===== config.mk =====
export PLATFORM = sky130hd
export DESIGN_NAME = rf_wb_arbiter
export DESIGN_NICKNAME = d
export VERILOG_FILES = /design/src/rtl/rf_wb_arbiter.sv
export SDC_FILE = /design/constraint.sdc
export NUM_CORES = 1
export LEC_CHECK = 0
export BUFFER_PORTS_ARGS = -buffer_cell sky130_fd_sc_hd__buf_2
export CORE_AREA = 2 2 115 117
export DETAILED_ROUTE_END_ITERATION = 8
export DIE_AREA = 0 0 117 119
export GPL_TIMING_DRIVEN = 0
export MAX_ROUTING_LAYER = met4
export PLACE_DENSITY_LB_ADDON = 0.12
export SYNTH_ARGS = -nofsm -noshare
export SYNTH_HDL_FRONTEND = slang
export SYNTH_SLANG_ARGS = --single-unit

===== constraint.sdc =====
create_clock -name clk -period 3 [get_ports clk]
set_input_delay 0.6 -clock clk [delete_from_list [all_inputs] [get_ports clk]]
set_output_delay 0.6 -clock clk [all_outputs]
set_load 0.03 [all_outputs]

===== src/rtl/rf_wb_arbiter.sv =====
// rf_wb_arbiter: shares the single register-file write port between the
// in-order writeback stage and the multi-cycle unit (MDU) result return.
// Writeback normally wins. A starvation counter force-grants the MDU after
// STARVE_LIMIT lost contested cycles. A 32-entry scoreboard tracks GPRs that
// are still waiting for an MDU result, so decode can stall on hazards.
module rf_wb_arbiter #(
  parameter int unsigned STARVE_LIMIT = 4
) (
  input  logic        clk,
  input  logic        resetn,

  input  logic        ws_valid,
  input  logic        ws_we,
  input  logic [4:0]  ws_dest,
  input  logic [31:0] ws_wdata,
  input  logic [31:0] ws_pc,
  output logic        ws_ready,

  input  logic        mdu_wb_valid,
  input  logic [4:0]  mdu_wb_dest,
  input  logic [31:0] mdu_wb_data,
  input  logic [31:0] mdu_wb_pc,
  output logic        mdu_wb_ready,

  input  logic        iss_valid,
  input  logic [4:0]  iss_dest,
  output logic        iss_ready,

  output logic [31:0] busy_vec,

  output logic        rf_we,
  output logic [4:0]  rf_waddr,
  output logic [31:0] rf_wdata,

  output logic [31:0] debug_wb_pc,
  output logic [3:0]  debug_wb_rf_we,
  output logic [4:0]  debug_wb_rf_wnum,
  output logic [31:0] debug_wb_rf_wdata
);

  localparam logic [3:0] LIMIT = 4'(STARVE_LIMIT);

  logic [3:0]  starve_cnt;
  logic [3:0]  starve_cnt_next;
  logic [31:0] busy;
  logic [31:0] busy_next;

  logic        force_mdu;
  logic        gnt_ws;
  logic        gnt_mdu;
  logic        iss_fire;
  logic        waw_bypass;

  logic        port_we;
  logic [4:0]  port_addr;
  logic [31:0] port_data;
  logic [31:0] port_pc;

  // Grant decision: writeback wins unless the MDU has been starved long
  // enough; everything is held off while reset is asserted so all
  // handshakes read 0 during reset.
  always_comb begin
    force_mdu  = (starve_cnt == LIMIT);
    gnt_ws     = resetn && ws_valid && !(mdu_wb_valid && force_mdu);
    gnt_mdu    = resetn && mdu_wb_valid && !gnt_ws;
    waw_bypass = gnt_mdu && (mdu_wb_dest == iss_dest);
    iss_ready  = resetn && ((iss_dest == 5'd0) || !busy[iss_dest] || waw_bypass);
    iss_fire   = iss_valid && iss_ready;
    ws_ready   = resetn && (!ws_valid || gnt_ws);
    mdu_wb_ready = gnt_mdu;
  end

  // Write-port mux: the granted source drives address, data and PC; a
  // writeback with ws_we low still owns the cycle so the trace stays ordered.
  always_comb begin
    port_we   = 1'b0;
    port_addr = 5'd0;
    port_data = 32'd0;
    port_pc   = 32'd0;
    if (gnt_ws) begin
      port_we   = ws_we && (ws_dest != 5'd0);
      port_addr = ws_dest;
      port_data = ws_wdata;
      port_pc   = ws_pc;
    end else if (gnt_mdu) begin
      port_we   = (mdu_wb_dest != 5'd0);
      port_addr = mdu_wb_dest;
      port_data = mdu_wb_data;
      port_pc   = mdu_wb_pc;
    end
  end

  assign rf_we             = port_we;
  assign rf_waddr          = port_addr;
  assign rf_wdata          = port_data;
  assign debug_wb_pc       = port_pc;
  assign debug_wb_rf_we    = {4{port_we}};
  assign debug_wb_rf_wnum  = port_addr;
  assign debug_wb_rf_wdata = port_data;
  assign busy_vec          = busy;

  // Starvation count: counts contested cycles the MDU lost, saturating at
  // the limit, and restarts once the MDU is served or has nothing pending.
  always_comb begin
    starve_cnt_next = starve_cnt;
    if (!mdu_wb_valid || gnt_mdu) begin
      starve_cnt_next = 4'd0;
    end else if (gnt_ws && (starve_cnt != LIMIT)) begin
      starve_cnt_next = starve_cnt + 4'd1;
    end
  end

  // Scoreboard update: the MDU release is applied first and the new issue
  // second, so a same-index set and clear leaves the bit set; r0 never sets.
  always_comb begin
    busy_next = busy;
    if (gnt_mdu) begin
      busy_next[mdu_wb_dest] = 1'b0;
    end
    if (iss_fire && (iss_dest != 5'd0)) begin
      busy_next[iss_dest] = 1'b1;
    end
    busy_next[0] = 1'b0;
  end

  // Starvation counter register.
  always_ff @(posedge clk or negedge resetn) begin
    if (!resetn) begin
      starve_cnt <= 4'd0;
    end else begin
      starve_cnt <= starve_cnt_next;
    end
  end

  // Scoreboard register; reset drops all pending bits along with the MDU.
  always_ff @(posedge clk or negedge resetn) begin
    if (!resetn) begin
      busy <= 32'd0;
    end else begin
      busy <= busy_next;
    end
  end

endmodule


==> results.toml, run 1 <==
[outcome]
status = "completed"

[final_layout]
register_area_sq_um = 876
fill_cells = 1321
drive_gt1_share_pct = 60.0
final_core_util_pct = 45.1
nNetsFinal = 871
multi_input_area_sq_um = 2430
final_cell_count_no_fill = 903
area_delta_synth_final_pct = 52.7

[critical_path]
worst-path-max-fanout = 10
end_kind = "primary output"
crit_arrival_ns = 2.33
path_class = "in -> out"
cp-start-kind = "input pin"
cp.required_ns = 2.40

[clock_tree]
clock_sinks = 35
path_clk_slew_ns = 0.06
numCtsBuffers = 5
clkLatencyLatePin_ns = 0.28
root_buffer = "clkbuf_16"
cts_tree = "done"
clk_path_buf_depth = 2
htreeDepth = 2
cts_hold_buf = 0

[timing]
drv_slew = 0
relSlewSlack_pct = 41.8
finalSetupViolCount = 0
finalCritPeriodShare_pct = 97.6
finClkSkew_ns = 0.00556
hold_violations = 0
timing.final.crit_period_ns = 2.93
worst-slew-pin-transition_ns = 0.872
timing.fmax_mhz = 342
rsz0062_at_grt = "false"

[detailed_routing]
wire_per_inst_um = 21.5
via_count = 4734
wl_um = 19400
viasPerCell = 5.24
drc = 0
first_iter_violations = 291
first_pass_iters = 5
antenna_left = 0

[synth]
syn_nets = 570
synth-edff-count = 0
syn_inst = 419
yosysSeqAreaShare_pct = 23.0
syn_area_sq_um = 3800
synth-seq-cells = 35
ys_async_sr_fraction_pct = 100
avgSynthCellArea_sq_um = 9.07
synthFlopType = "dfrtp_1"
ys_types = 56
ys_warn_count = 0

[global_routing]
grt_pass1_vias = 4628
antenna_found_initial = 6
grt_max_degree = 41
grt_usage_pct = 27.4
grt-ovfl-total = 0
grt_pass1_wl_um = 27600

[placement]
port_buffers = 290
routabilityCongestion = 0.907
dpl.hpwl_um = 15600
dp.cells = 885

[power]
p_per_area_nw_per_um2 = 419
power.leakage_uw = 0.00300
ir_worst_vdd_mv = 0.259

[min_path]
hp-class = "in -> async"

[die]
core_sq_um = 12900
start_util_pct = 29.5
io_pins = 295
die_h_um = 119
rows = 42
die_w_um = 117
die-area_sq_um = 13900

[flow_run]
cap_violations = 0
-- layer usage --
layer	up-vias	track usage (%)	wire length, um
li1	2178	-	-
met5	-	-	0
met1	2289	35.4	7950
met2	237	42.6	9210
met4	0	7.35	435
met3	30	7.18	1790
-- kinds of logic after synthesis --
logic type	after synthesis	synth area share, %
adder cells (fa/ha/maj)	2	0.658
XOR/XNOR	5	1.15
buffers and inverters	90	14.9
flip-flops	35	23.0
other	1	0.0986
multiplexers	15	4.31
AO/OA/AOI/OAI	153	38.3
AND/OR/NAND/NOR	118	17.5
-- synth_stat cells, drive strengths merged, types with 4 or more instances --
| cell type | n | area share, % |
|---|---|---|
| a22o | 69 | 16 |
| a22oi | 29 | 5.7 |
| buf | 62 | 12 |
| clkbuf | 22 | 2.2 |
| dfrtp | 35 | 23 |
| inv | 6 | 0.59 |
| mux2i | 13 | 3.4 |
| nand2 | 30 | 3.0 |
| nand3 | 7 | 1.1 |
| nand3b | 4 | 1.1 |
| nand4 | 8 | 1.3 |
| nand4b | 4 | 0.92 |
| nor2 | 33 | 3.3 |
| nor3 | 4 | 0.66 |
| o21ai | 5 | 0.66 |
| o22ai | 4 | 0.66 |
| o31ai | 29 | 9.5 |
| xor2 | 5 | 1.2 |
-- placed cells by master (no fill, tap or decap), types with 4 or more instances in the layout --
master and instances:
a22o_1 68, a22oi_1 29, buf_2 298, buf_4 49
buf_6 8, clkbuf_1 7, clkbuf_16 5, clkbuf_2 9
dfrtp_1 35, diode_2 7, inv_1 6, mux2i_1 11
nand2_1 29, nand3_1 6, nand4_1 8, nand4b_1 4
nor2_1 33, o21ai_0 4, o31ai_2 29, xor2_1 5
-- flip-flops by register name, summed over array words and instances, names as in the netlist --
signal and flops:
starve_cnt 4, busy_vec 31
-- stage by stage --
step	total power (uW)	hold slack, ns	worst slack (ns)	cell area [sq um]	TNS (ns)
final	2430	0.193	0.0727	5810	0
after global routing	2560	0.211	0.00240	5800	0
after CTS	2430	0.240	0.00182	5740	0
after detailed placement	1880	0.549	-1.10	5480	-104.74
after global placement	1880	0.543	-0.993	5480	-93.53
after floorplan	1440	0.304	0.0899	3800	0
-- what timing repair did --
action / in CTS / in global routing
pin swaps: 1 / 4
endpoints found under the hold margin: 0 / 0
buffers inserted: 4 / 1
gates resized for setup: 28 / 18
setup endpoints to repair: 136 / 63
-- worst max-delay path, cell delays in order --
cell and delay (ns):
buf_2 0.15, buf_12 0.17, mux2i_2 0.26, o22ai_2 0.12
nor4_4 0.35, o211ai_4 0.14, buf_6 0.18, a21boi_2 0.17
buf_4 0.19
-- final cells by class --
cell class	instances	area share (%)
multi-input cells	294	41.8
flip-flops and latches	35	15.1
clock buffers	6	2.39
well taps	176	3.79
clock inverters	1	0.0862
inverters	6	0.388
plain buffers	83	10.1
diodes	7	0.302
repair buffers	295	26.1
-- worst paths after layout --
path / startpoint / endpoint / slack [ns] / depth (start not counted)
worst max-delay path: iss_dest[0] / iss_ready / 0.07 / 9
worst min-delay path: resetn / busy_vec[19]$_DFF_PN0_ / 0.19 / 1
worst max register to register: starve_cnt[0]$_DFFE_PN0P_ / busy_vec[26]$_DFF_PN0_ / 0.60 / 12
worst min register to register: busy_vec[15]$_DFF_PN0_ / busy_vec[15]$_DFF_PN0_ / 0.56 / 2
max in group asynchronous: resetn / busy_vec[3]$_DFF_PN0_ / 2.56 / 1
min in group clk: busy_vec[15]$_DFF_PN0_ / busy_vec[15]$_DFF_PN0_ / 0.56 / 2
-- where the power goes --
| part | internal [uW] | switching [uW] |
|---|---|---|
| sequential | 558 | 80.5 |
| combinational | 467 | 805 |
| clock | 324 | 200 |
No activity file was read; power rests on OpenSTA's default activity.
==> run 2, diff against run 1 <==
--- a/config.mk
+++ b/config.mk
@@ -5,10 +5,10 @@
 export SDC_FILE = /design/constraint.sdc
 export NUM_CORES = 1
 export LEC_CHECK = 0
-export BUFFER_PORTS_ARGS = -buffer_cell sky130_fd_sc_hd__buf_2
-export CORE_AREA = 2 2 115 117
+export CORE_AREA = 2 2 116 118
 export DETAILED_ROUTE_END_ITERATION = 8
-export DIE_AREA = 0 0 117 119
+export DIE_AREA = 0 0 118 120
+export DONT_BUFFER_PORTS = 1
 export GPL_TIMING_DRIVEN = 0
 export MAX_ROUTING_LAYER = met4
 export PLACE_DENSITY_LB_ADDON = 0.12
==> run 2 against run 1 <==
  * Combinational power fell by 36%
  * Count of clock-buffer cells in the layout rose by 2
  * Critical path depth fell by 2
  * Sequential power rose by 30%
  * Clock skew fell by 0.0012 ns
  * Non-clock buffer count fell by 290
  * Die area rose by 1.7%
  * Design area fell by 25%
  * Hold slack got worse by 0.054 ns
  * Fmax rose by 0.25%
  * Clock power rose by 8.4%
  * Cell count fell by 33%
==> results.toml, run 2 (same netlist as run 1, synthesis figures left out) <==
[detailed_routing]
antenna_left = 0
wire_per_inst_um = 31.5
drc = 0
wl_um = 19200
first_iter_violations = 271
first_pass_iters = 5
via_count = 3692
viasPerCell = 6.07

[timing]
relSlewSlack_pct = 44.4
rsz0062_at_grt = "true"
drv_slew = 0
finClkSkew_ns = 0.00437
timing.fmax_mhz = 342
hold_violations = 0
timing.final.crit_period_ns = 2.92
finalSetupViolCount = 0
finalCritPeriodShare_pct = 97.3
setup_ws_ns = 0.0798
whs_ns = 0.139
worst-slew-pin-transition_ns = 0.834

[die]
start_util_pct = 29.3
rows = 42
die_h_um = 120
die-area_sq_um = 14200
io_pins = 295
core_sq_um = 13000
die_w_um = 118

[global_routing]
grt_pass1_vias = 3575
grt-ovfl-total = 0
antenna_found_initial = 1
grt_max_degree = 41
grt_pass1_wl_um = 26300
grt_usage_pct = 26.1

[placement]
routabilityCongestion = 0.888
pre_cts_ws_ns = -0.539
dpl.hpwl_um = 15300
dp.cells = 596
port_buffers = 0

[clock_tree]
clock_sinks = 35
path_clk_slew_ns = 0.06
clkLatencyLatePin_ns = 0.29
clk_path_buf_depth = 2
cts_tree = "done"
numCtsBuffers = 5
htreeDepth = 2
root_buffer = "clkbuf_16"

[final_layout]
area_delta_synth_final_pct = 14.9
final_cell_count_no_fill = 608
fill_cells = 1364
layout_commonest_cell = "buf_4"
nNetsFinal = 581
mostFrequentLayoutCells = "buf_4, a22o_2, dfrtp_1"
drive_gt1_share_pct = 38.7
largest_register_ffs = 31

[outcome]
status = "completed"

[critical_path]
end_kind = "primary output"
cp_slowest_stage_delay_ns = 0.45
cp.required_ns = 2.40
crit_arrival_ns = 2.32
crit_chain = "inv_1, ha_2, nand3b_4, a21oi_4, buf_12, clkbuf_1, a22o_1"
cpMaxStageDelayCell = "a22o_1"
cp-start-kind = "flip-flop"
path_class = "reg -> out"
worst-path-max-fanout = 10

[min_path]
hp-class = "in -> async"

[power]
p_total_uw = 2210
power.leakage_uw = 0.00172
ir_worst_vdd_mv = 0.224
p_per_area_nw_per_um2 = 506

[flow_run]
cap_violations = 0
[run 2: per-stage QoR]
step / instance area [sq um] / TNS, ns / utilization [%]
floorplan: 3800 / 0 / -
global placement: 4020 / -9.98 / 31.0
detailed placement: 4040 / -9.35 / 31.1
CTS: 4290 / 0 / 33.0
global route: 4370 / -0.0768 / 33.7
finish: 4370 / 0 / 33.7
[run 2: path summary, 6_finish.rpt]
kind                                              to  depth (start not counted)  slack [ns]                 startpoint
setup / recovery                     debug_wb_pc[27]                          7        0.08  starve_cnt[0]$_DFFE_PN0P_
min in group clk           starve_cnt[3]$_DFFE_PN0P_                          1        0.42               mdu_wb_valid
hold reg to reg            starve_cnt[3]$_DFFE_PN0P_                          2        0.64  starve_cnt[3]$_DFFE_PN0P_
setup reg to reg               busy_vec[9]$_DFF_PN0_                          7        0.75  starve_cnt[0]$_DFFE_PN0P_
hold / removal                busy_vec[16]$_DFF_PN0_                          1        0.14                     resetn
max in group asynchronous      busy_vec[4]$_DFF_PN0_                          1        1.94                     resetn
[run 2: metal layers]
layer	global-route usage, %	wire [um]	vias up
li1	-	-	1594
met3	9.55	1860	8
met5	-	0	-
met4	3.84	146	0
met1	32.7	8080	1889
met2	41.2	9090	201
[run 2: area by class of cell]
type                    count  area, sq um  share of cell area, %
plain buffers              83          562                   12.9
multi-input cells         294         2460                   56.3
inverters                   6         22.5                  0.515
flip-flops and latches     35          877                   20.1
repair buffers              5         71.3                   1.63
diodes                      1         2.50                 0.0573
clock buffers               8          156                   3.58
well taps                 176          220                   5.04
[run 2: what timing repair did]
item,4_1_cts,5_1_grt
setup endpoints to repair,112,49
hold endpoints to repair,0,27
pin swaps,1,0
setup buffers,1,0
cloned,0,0
hold buffers,0,3
resized for setup,42,16
[run 2: critical path: cells and delay by family, from the launching register on]
family,cells,cell delay [ns]
flip-flops,1,0.39
adder cells (fa/ha/maj),1,0.22
AO/OA/AOI/OAI,2,0.63
AND/OR/NAND/NOR,1,0.15
buffers and inverters,3,0.62
[run 2: where the power goes]
part / switching, uW / internal, uW / leakage (uW) / total [uW]
logic: 530 / 284 / 0.00118 / 814
clock network: 214 / 354 / 0.0000772 / 568
registers: 273 / 554 / 0.000457 / 828
total: 1020 / 1190 / 0.00172 / 2210
==> run 3, diff against run 2 <==
--- a/config.mk
+++ b/config.mk
@@ -11,7 +11,7 @@
 export DONT_BUFFER_PORTS = 1
 export GPL_TIMING_DRIVEN = 0
 export MAX_ROUTING_LAYER = met4
-export PLACE_DENSITY_LB_ADDON = 0.12
+export PLACE_DENSITY = 0.49
 export SYNTH_ARGS = -nofsm -noshare
 export SYNTH_HDL_FRONTEND = slang
 export SYNTH_SLANG_ARGS = --single-unit
==> run 3 against run 2 <==
  * Utilization grew 0.29 points
  * Clock skew is 0.0028 ns higher
  * Worst setup slack got worse by 0.0064 ns
  * Flip-flop and latch count stayed put
  * Design area up 0.86%
  * Cell count is 3.1% higher
  * Fmax shrank 0.22%
  * Total power shrank 3.2%
  * Clock power down 9.2%
  * Sequential share of layout area shrank 0.20 points
  * Combinational power fell by 1%
  * Non-clock buffer count rose by 2
  * Critical endpoint is now rf_wdata[0]
  * Largest power group unchanged
  * Highest routed layer unchanged
==> results.toml, run 3 (same netlist as run 1, synthesis figures left out) <==
[power]
ir_worst_vdd_mv = 0.292
p_sw_share_pct = 46.5
p_total_uw = 2140
switchingPower_uw = 995
p_per_area_nw_per_um2 = 485
seq_power_share_pct = 38.4
power.leakage_uw = 0.00173
p_int_uw = 1140
pwr-share-clk_pct = 24.1
combPwrFrac_pct = 37.5

[timing]
finClkSkew_ns = 0.00715
worst-slew-pin-transition_ns = 0.821
finalCritPeriodShare_pct = 97.6
finalSetupTns_ns = 0
rsz0062_at_grt = "false"
timing.final.crit_period_ns = 2.93
hold_violations = 0
setup_ws_ns = 0.0735
timing.fmax_mhz = 342
relSlewSlack_pct = 45.3
finalSetupViolCount = 0
drv_slew = 0

[critical_path]
cp_slowest_stage_delay_ns = 0.40
path_delay_family = "buffers and inverters"
crit_arrival_ns = 2.33
cpMaxStageDelayCell = "dfrtp_1"
path_class = "reg -> out"
end_kind = "primary output"
cp.required_ns = 2.40
critical-path-top-cell-by-count = "buf_4"
critPathBufInv = 4
cp-start-kind = "flip-flop"
worst-path-max-fanout = 10
crit_chain = "inv_1, ha_4, nand3b_4, a21oi_4, buf_4, clkbuf_2, a22o_2, buf_4"

[clock_tree]
root_buffer = "clkbuf_16"
clkLatencyLatePin_ns = 0.28
cts_hold_buf = 0
numCtsBuffers = 5
path_clk_slew_ns = 0.06
htreeDepth = 2
cts_tree = "done"
clk_path_buf_depth = 2
clock_sinks = 35

[die]
start_util_pct = 29.3
die_h_um = 120
die-area_sq_um = 14200
core_sq_um = 13000
die_w_um = 118
rows = 42
io_pins = 295

[detailed_routing]
drc = 0
wl_um = 20200
first_pass_iters = 5
wire_per_inst_um = 32.3
antenna_left = 0
first_iter_violations = 273
via_count = 3747
viasPerCell = 5.98

[placement]
routabilityCongestion = 0.926
dpl.hpwl_um = 16600
placed_area_sq_um = 4030
port_buffers = 0
pre_cts_ws_ns = -0.584

[global_routing]
grt_pass1_wl_um = 27000
antenna_found_initial = 17
grt-ovfl-total = 0
grt_max_degree = 41
grt_pass1_vias = 3614
grt_usage_pct = 27.5

[final_layout]
register_area_sq_um = 876
drive_gt1_share_pct = 40.6
layout_commonest_cell = "buf_4"
final_core_util_pct = 34.0
area_delta_synth_final_pct = 15.9
fill_cells = 1340
design_area_sq_um = 4410
nNetsFinal = 583
largest_register_ffs = 31
multi_input_area_sq_um = 2480
mostFrequentLayoutCells = "buf_4, a22o_2, dfrtp_1"

[outcome]
status = "completed"

[min_path]
hp-class = "in -> async"

[flow_run]
cap_violations = 0
run 3: cell count changes in the layout (fill, tap and decap cells not counted), sizes merged:
cell	before	now
buf	65	69
clkbuf	29	28
dlygate4sd3	2	0
diode	1	18
clkinv	0	1
run 3: area by class of cell:
cell class / count / area share, %
flip-flops and latches: 35 / 19.9
plain buffers: 83 / 12.9
clock buffers: 7 / 3.01
well taps: 176 / 5.00
multi-input cells: 294 / 56.3
diodes: 18 / 1.02
repair buffers: 7 / 1.28
inverters: 6 / 0.511
clock inverters: 1 / 0.114
run 3: timing repair:
action,CTS,global route
endpoints found under the setup margin,112,46
gates resized for setup,60,10
setup buffers,4,2
pin swaps,1,2
gates cloned,0,0
run 3: stage by stage:
| stage | cells | hold WS (ns) |
|---|---|---|
| 2_1_floorplan | 419 | 0.304 |
| 3_3_place_gp | 595 | 0.306 |
| 6_report | 627 | 0.00758 |
| 3_5_place_dp | 596 | 0.306 |
| 4_1_cts | 607 | 0.00689 |
| 5_1_grt | 626 | 0.00160 |
run 3: path summary, 6_finish.rpt:
check / startpoint / end / slack (ns) / cells after the start
hold / removal: resetn / busy_vec[16]$_DFF_PN0_ / 0.008 / 0
hold reg to reg: starve_cnt[3]$_DFFE_PN0P_ / starve_cnt[3]$_DFFE_PN0P_ / 0.67 / 2
setup reg to reg: starve_cnt[0]$_DFFE_PN0P_ / busy_vec[2]$_DFF_PN0_ / 0.69 / 8
max in group asynchronous: resetn / busy_vec[5]$_DFF_PN0_ / 2.89 / 0
setup / recovery: starve_cnt[0]$_DFFE_PN0P_ / rf_wdata[0] / 0.07 / 8
min in group clk: mdu_wb_valid / starve_cnt[3]$_DFFE_PN0P_ / 0.44 / 1
run 3: layer usage:
metal	wire [um]	share of wire, %	GRT usage (%)
met5	0	0	-
met4	228	1.1	4.52
met3	3440	17	20.2
met2	9130	45	41.1
met1	7430	37	30.0
run 3: power by group through the flow:
stage          Combinational (uW)  Sequential, uW  Clock, uW
6_report                      803             821        516
5_1_grt                       841             837        541
4_1_cts                       794             824        520
3_5_place_dp                  771             833          0
3_3_place_gp                  766             831          0
2_1_floorplan                 650             791          0
